`src/rtl/fetch_ctrl.sv`:
```
// fetch_ctrl: instruction fetch sequencer.
//
// Owns the PC and drives the instruction memory address. The memory read is
// combinational, so the returned word is captured into a one-entry
// valid/ready output stage toward decode. The block handles start, halt,
// redirect (branch/jump) and back-pressure from decode.
//
// Optional feature: define FETCH_BOUNDS_CHECK_EN to enable the out-of-range
// fetch check. A load whose word index (pc_q>>2) is >= MEM_WORDS is
// suppressed, fault_o is set (sticky until rst) and the sequencer halts.
// Without the macro fault_o is constant 0.
//
// Ports:
//   clk, rst        clock, synchronous active-high reset
//   start_i         leave IDLE/HALTED and begin fetching
//   halt_i          stop issuing new fetches
//   redirect_i      load redirect_pc_i into the PC and flush the output stage
//   redirect_pc_i   target byte address (low two bits ignored)
//   imem_addr_o     byte address to instruction memory (= PC)
//   imem_rdata_i    instruction word for imem_addr_o, same cycle
//   inst_o, pc_o    registered instruction and its byte address
//   valid_o/ready_i output handshake toward decode
//   busy_o          high while in RUN
//   fetch_cnt_o     number of handoffs (valid_o && ready_i), wraps
//   fault_o         sticky out-of-range fault
module fetch_ctrl #(
  parameter logic [31:0] RESET_PC  = 32'h0000_0000,
  parameter int          MEM_WORDS = 301,
  parameter logic [31:0] PC_STEP   = 32'd4
) (
  input  logic        clk,
  input  logic        rst,
  input  logic        start_i,
  input  logic        halt_i,
  input  logic        redirect_i,
  input  logic [31:0] redirect_pc_i,
  output logic [31:0] imem_addr_o,
  input  logic [31:0] imem_rdata_i,
  output logic [31:0] inst_o,
  output logic [31:0] pc_o,
  output logic        valid_o,
  input  logic        ready_i,
  output logic        busy_o,
  output logic [31:0] fetch_cnt_o,
  output logic        fault_o
);

  localparam logic [1:0] IDLE   = 2'b00;
  localparam logic [1:0] RUN    = 2'b01;
  localparam logic [1:0] HALTED = 2'b10;

`ifdef FETCH_BOUNDS_CHECK_EN
  localparam bit BOUNDS_EN = 1'b1;
`else
  localparam bit BOUNDS_EN = 1'b0;
`endif

  localparam logic [31:0] MEM_WORDS_W = 32'(MEM_WORDS);

  logic [1:0]  state_q;
  logic [31:0] pc_q;
  logic        fault_q;

  logic        hand;
  logic        load_req;
  logic        oob;
  logic        load;

  // Redirect targets are word aligned; low address bits are dropped.
  function automatic logic [31:0] align_pc(input logic [31:0] a);
    return {a[31:2], 2'b00};
  endfunction

  assign imem_addr_o = pc_q;
  assign busy_o      = (state_q == RUN);
  assign fault_o     = BOUNDS_EN ? fault_q : 1'b0;

  assign hand     = valid_o && ready_i;
  // A load is wanted only when nothing of higher priority happens this cycle
  // and the output slot is empty or being emptied.
  assign load_req = (state_q == RUN) && !redirect_i && !halt_i &&
                    (!valid_o || ready_i);
  assign oob      = BOUNDS_EN && load_req && ((pc_q >> 2) >= MEM_WORDS_W);
  assign load     = load_req && !oob;

  always_ff @(posedge clk) begin
    if (rst) begin
      state_q     <= IDLE;
      pc_q        <= RESET_PC;
      valid_o     <= 1'b0;
      inst_o      <= 32'h0;
      pc_o        <= 32'h0;
      fetch_cnt_o <= 32'h0;
      fault_q     <= 1'b0;
    end else begin
      // The counter sees the handoff even when a redirect flushes the slot.
      if (hand) fetch_cnt_o <= fetch_cnt_o + 32'd1;

      if (redirect_i) begin
        pc_q    <= align_pc(redirect_pc_i);
        valid_o <= 1'b0;
      end else if (load) begin
        inst_o  <= imem_rdata_i;
        pc_o    <= pc_q;
        valid_o <= 1'b1;
        pc_q    <= pc_q + PC_STEP;
      end else if (hand) begin
        valid_o <= 1'b0;
      end

      if (oob) fault_q <= 1'b1;

      case (state_q)
        IDLE:    if (start_i && !fault_q) state_q <= RUN;
        RUN:     if (halt_i || oob) state_q <= HALTED;
        HALTED:  if (start_i && !fault_q) state_q <= RUN;
        default: state_q <= IDLE;
      endcase
    end
  end

endmodule

```
`config.mk`:
```
export PLATFORM = sky130hd
export DESIGN_NAME = fetch_ctrl
export DESIGN_NICKNAME = d
export VERILOG_FILES = /design/src/rtl/fetch_ctrl.sv
export SDC_FILE = /design/constraint.sdc
export NUM_CORES = 1
export LEC_CHECK = 0
export ABC_AREA = 1
export CAP_MARGIN = 15
export CELL_PAD_IN_SITES_DETAIL_PLACEMENT = 1
export CELL_PAD_IN_SITES_GLOBAL_PLACEMENT = 2
export CORE_UTILIZATION = 27
export CTS_CLUSTER_DIAMETER = 40
export DETAILED_ROUTE_END_ITERATION = 6
export GPL_ROUTABILITY_DRIVEN = 0
export PLACE_DENSITY = 0.92
export SLEW_MARGIN = 15
export SYNTH_ARGS = -nofsm -noshare
export SYNTH_HDL_FRONTEND = slang
export SYNTH_SLANG_ARGS = --single-unit
```
`constraint.sdc`:
```
create_clock -name clk -period 2.9 [get_ports clk]
set_input_delay 0.58 -clock clk [delete_from_list [all_inputs] [get_ports clk]]
set_output_delay 0.58 -clock clk [all_outputs]
set_load 0.1 [all_outputs]
```
=== Word level (Yosys, flattened, before mapping) ===
Index checks and enable logic that the tools add are counted.

* Bits in registers: 131
* Bits of input ports: 70
* Output and inout bits: 131
* Word-level logic and storage cells: 36

* Add/sub/neg operators: 2
* Eq/ne operators: 4
* Mux-type cells: 7
* Bitwise gates (word level): 1
* Reduce and logical (&&, ||, !) cells: 15

{| class="wikitable"
|+ Operator list
! kind !! count
|-
| 32-bit two-way mux || 2
|-
| 32-bit by 1-bit adder with 32-bit output (second input constant) || 1
|-
| 32-bit by 3-bit adder with 32-bit output (second input constant) || 1
|-
| 1-bit logical AND || 4
|-
| 2-bit two-way mux || 2
|-
| 2-bit case mux with 2 select lines || 1
|-
| 2-bit AND reduction || 2
|-
| 2-bit nonzero test || 2
|-
| 2-bit OR reduction || 2
|-
| 1-bit zero test || 3
|-
| 2-bit by 1-bit equality test with 1-bit output (second input constant) || 1
|-
| 2-bit equality test (second input constant) || 1
|-
| 2-bit zero test || 1
|-
| 1-bit two-way mux || 2
|-
| 2-bit by 1-bit inequality test with 1-bit output (second input constant) || 1
|-
| 2-bit inequality test (second input constant) || 1
|-
| 1-bit logical OR || 1
|-
| 1-bit inverter || 1
|}

=== Longest topological paths before layout ===
* Word-level depth: 6
* Mapped depth: 10
* Gate-level depth less buffers: 10

=== Least setup slack after synthesis ===
Ideal clock, no wire load.

* Path kind: register -> register
* From: reg pc_q[3] (netlist: imem_addr_o[3])
* To: reg pc_q[28] (netlist: imem_addr_o[28])
* Library setup time: 128 ps
* Data arrival time: 2144 ps
* Data required time: 2772 ps
* Slack: 628 ps
* Cell stages (with the launch flop): 11
* Buffers on the path: 0
* Clock period less this slack: 2272 ps
* Path through: dfxtp_1 -> ha_1 -> nand3_2 -> nor2_4 -> nand2_4 -> nor2_4 -> nand2_1 -> nand2_1 -> nand2_1 -> nor2_1 -> nor2_1

* Cells in the longest elaborated chain, start to end: 3

{| class="wikitable"
|+ Ends and longest elaborated chain
! item !! line !! text
|-
| start: declaration || 61 || <nowiki>logic [31:0] pc_q;</nowiki>
|-
| start signal: assignment || 100 || <nowiki>pc_q <= align_pc(redirect_pc_i);</nowiki>
|-
| start signal: assignment || 106 || <nowiki>pc_q <= pc_q + PC_STEP;</nowiki>
|-
| 32-bit by 3-bit adder with 32-bit output || 106 ||
|-
| 32-bit two-way mux || 102 || <nowiki>end else if (load) begin</nowiki>
|-
| 32-bit two-way mux || 99 || <nowiki>if (redirect_i) begin</nowiki>
|}

Every way passes these cells. The select of a mux whose other input is x is not followed.
A chain may end at the register's enable or synchronous reset.

=== Final worst setup path ===
* From: in redirect_i
* To: reg pc_q[11] (netlist: imem_addr_o[11])

* Cells in the longest elaborated chain, start to end: 5
* Elaborated cells on any way between the ends: 6
* Those cells by class: mux (1); reduce/logical (5)

{| class="wikitable"
|+ Ends and longest elaborated chain
! item !! line !! text
|-
| start: declaration || 35 || <nowiki>input logic redirect_i,</nowiki>
|-
| 1-bit zero test || 81 || <nowiki>assign load_req = (state_q == RUN) && !redirect_i && !halt_i &&</nowiki>
|-
| 1-bit logical AND (3 in series) || 81 ||
|-
| 2-bit nonzero test (no source line) || n/a ||
|}

Parallel ways exist; a longest one is shown, timed or not.

==> results.yml <==
layout:
  drive_gt1_share_pct: 20.5
  fillers: 2842
  finalInstanceArea_mm2: 0.00876
  multi_input_area_mm2: 0.00323
  syn2layout_area_growth_pct: 39.4
  fin_nets: 1160
  register_area_mm2: 0.00254
  antennaDiodeCount: 0
routing:
  wl_met3_um: 1040
  via_per_inst: 4.68
  wl_per_cell_um: 16.0
  met2WireLength_um: 10500
  met1Wirelength_um: 10300
  drc: 0
  top_layer: "met4"
  dr.pass1.iters: 4
  totalWireLength_um: 22100
  ant_nets: 0
  vias: 6486
  drtIter0Drc: 366
floorplan:
  start_util_pct: 27.7
  core_area_mm2: 0.0227
  ios: 201
  fp.dieW_um: 155
  rows: 55
  die_h_um: 155
  die-area_mm2: 0.0239
yosys:
  syn_area_per_cell_um2: 6.97
  synth_edf_count: 0
  yosys-top-cells-area: "dfxtp_1 (40%), nor2_1 (12%), nand2_1 (11%)"
  yosysTopAreaCellShare_pct: 40.4
  ys_ff_latch: 127
  synth-seq-area-share_pct: 40.4
  synth-async-reset-ratio_pct: 0
  dominantRegCellSynth: "dfxtp_1"
  yosysWarnings: 0
  synth.distinct_cells: 50
  synthesis.instances: 902
  synth_area_leader_cell: "dfxtp_1"
  synthesis.area_mm2: 0.00629
setup_path:
  cpPeakStageDelay_ps: 480
  cp_top_family: "buffers and inverters"
  required_ps: 3170
  critPathLaunchType: "input pin"
  crit_arrival_ps: 2290
  cp_slowest_cell: "clkdlybuf4s50_1"
  timing.critical_path.fanout_max: 9
  worstSetupEndpointType: "flop"
  path_buf_inv: 4
  crit_top_cell: "nand2_1"
  path_cells: "clkdlybuf4s50_1 > inv_1 > buf_4 > nand2_2 > clkinv_1 > nand2_1 > nand2_1 > nor2_1 > a21oi_1"
  crit_type: "in2reg"
power_and_ir_drop:
  ir_worst_vdd_uv: 333
  leakage_nw: 3.64
  power_density_mw_per_mm2: 584
  total_power_mw: 5.12
clocking:
  clockBufferDepth: 2
  ctsHtreeMaxLevel: 4
  insertion_delay_ps: 420
  cts_made_buffers: 17
  cts_root_buf: "clkbuf_16"
  cts.sinks: 127
  post_cts_resized: 0
  cts_tree: "done"
  postCtsSetupRepairBufs: 0
  postCtsHoldBufs: 0
  clk_pin_slew_worst_paths_ps: 60
timing:
  fin_crit_sh_pct: 69.8
  finClkSkew_ps: 13.7
  setup_viol_count_final: 0
  setup-tns-final_ps: 0
  fin_crit_ps: 2030
  max_freq_mhz: 494
  hold-worst-slack_ps: 474
  layout_setup_ws_ps: 875
  worstMarginPinSlew_ps: 797
  slew_viol_final: 0
  rsz0062_at_grt: "false"
  max_slew_margin_pct: 46.9
  hold_viol: 0
place:
  placed_cell_area_mm2: 0.00816
  dp_slack_ps: 467
  dpl.hpwl_um: 16200
  io_buffer_count: 193
job:
  cap_viol_max_count: 0
global_route:
  grt_max_degree: 62
  grt_pass1_wl_um: 34800
  antenna_found_initial: 0
  grt-ovfl-total: 0
  first_global_vias: 6583
  grt_usage_pct: 18.4
run_status:
  status: "finished, final reports clean"
hold_path:
  hp-class: "reg2reg"
## layer usage
layer | up-vias | GRT usage, %
met5 | - | 0
met4 | 0 | 5.33
met3 | 20 | 3.75
met2 | 126 | 31.9
met1 | 3097 | 23.0
li1 | 3243 | -
## final cells by class
class                   count  share of cell area [%]
well taps                 285                    4.07
multi-input cells         659                    36.9
clock inverters            14                    1.93
repair buffers            203                    19.7
clock buffers              18                    5.01
flip-flops and latches    127                    29.0
inverters                  80                    3.43
## cell usage in the layout (no fill, tap or decap), drive strengths merged, types with 6 or more instances in the layout
cell type / Yosys / layout
dfxtp: 127 / 127
inv: 79 / 87
clkdlybuf4s50: 0 / 66
clkbuf: 17 / 18
xor2: 11 / 11
nand2: 195 / 195
nand4: 10 / 10
xnor2: 6 / 6
a21oi: 27 / 27
nor3: 22 / 22
buf: 22 / 137
nor2: 223 / 223
o21ai: 69 / 69
nand3b: 9 / 9
a31oi: 7 / 7
a211oi: 10 / 10
nand3: 51 / 51
## cells in the mapped netlist (3+ instances only)
| cell | n |
|---|---|
| nand3_1 | 48 |
| a31oi_1 | 7 |
| nor2_4 | 11 |
| dfxtp_1 | 127 |
| xnor2_1 | 6 |
| buf_2 | 9 |
| a21oi_1 | 26 |
| and2_1 | 3 |
| clkbuf_1 | 16 |
| xor2_1 | 11 |
| nor2_1 | 201 |
| nand2_1 | 181 |
| buf_4 | 8 |
| nor3_1 | 18 |
| nand2_2 | 12 |
| inv_1 | 77 |
| nor2_2 | 10 |
| nand3b_1 | 7 |
| nand4_1 | 9 |
| a211oi_1 | 3 |
| o21ai_0 | 68 |
| nor3_2 | 3 |
| a211oi_2 | 7 |
## worst paths after layout
kind                          startpoint  cells past startpoint  slack (ps)                      endpoint
min reg2reg      state_q[1]$_SDFFE_PP0P_                      2         470       state_q[1]$_SDFFE_PP0P_
max reg2reg  imem_addr_o[3]$_SDFFE_PP0P_                     10        1070  imem_addr_o[28]$_SDFFE_PP0P_
min              state_q[1]$_SDFFE_PP0P_                      2         470       state_q[1]$_SDFFE_PP0P_
max                           redirect_i                      9         870  imem_addr_o[11]$_SDFFE_PP0P_
## tightest hold or removal path, cell delays in order (launching register included)
cell	delay, ps
dfxtp_1	310
nand2_1	60
a21oi_1	50
## flip-flops by register name (all words and copies together) (netlist names)
signal / flops
imem_addr_o: 30
fetch_cnt_o: 32
inst_o: 32
pc_o: 30
valid_o: 1
state_q: 2
## per-stage QoR
stage          std cells  utilization (%)
2_1_floorplan        906                -
3_3_place_gp        1354             35.9
3_5_place_dp        1354             35.9
4_1_cts             1386             38.6
5_1_grt             1386             38.6
6_report            1386             38.6
## logic make-up after synthesis
logic type / Yosys count / synth area share [%]
XOR/XNOR: 17 / 2.37
adder cells (fa/ha/maj): 2 / 0.398
AO/OA/AOI/OAI: 121 / 11.1
flip-flops: 127 / 40.4
buffers and inverters: 120 / 8.40
other: 1 / 0.0596
AND/OR/NAND/NOR: 514 / 37.2
## power by group
group,switching [mW],leakage (nW),internal [mW]
Combinational,0.747,2.31,0.247
Sequential,0.0669,1.03,1.81
Clock,0.922,0.297,1.32
Note: power is estimated with default switching activity, not from simulation.
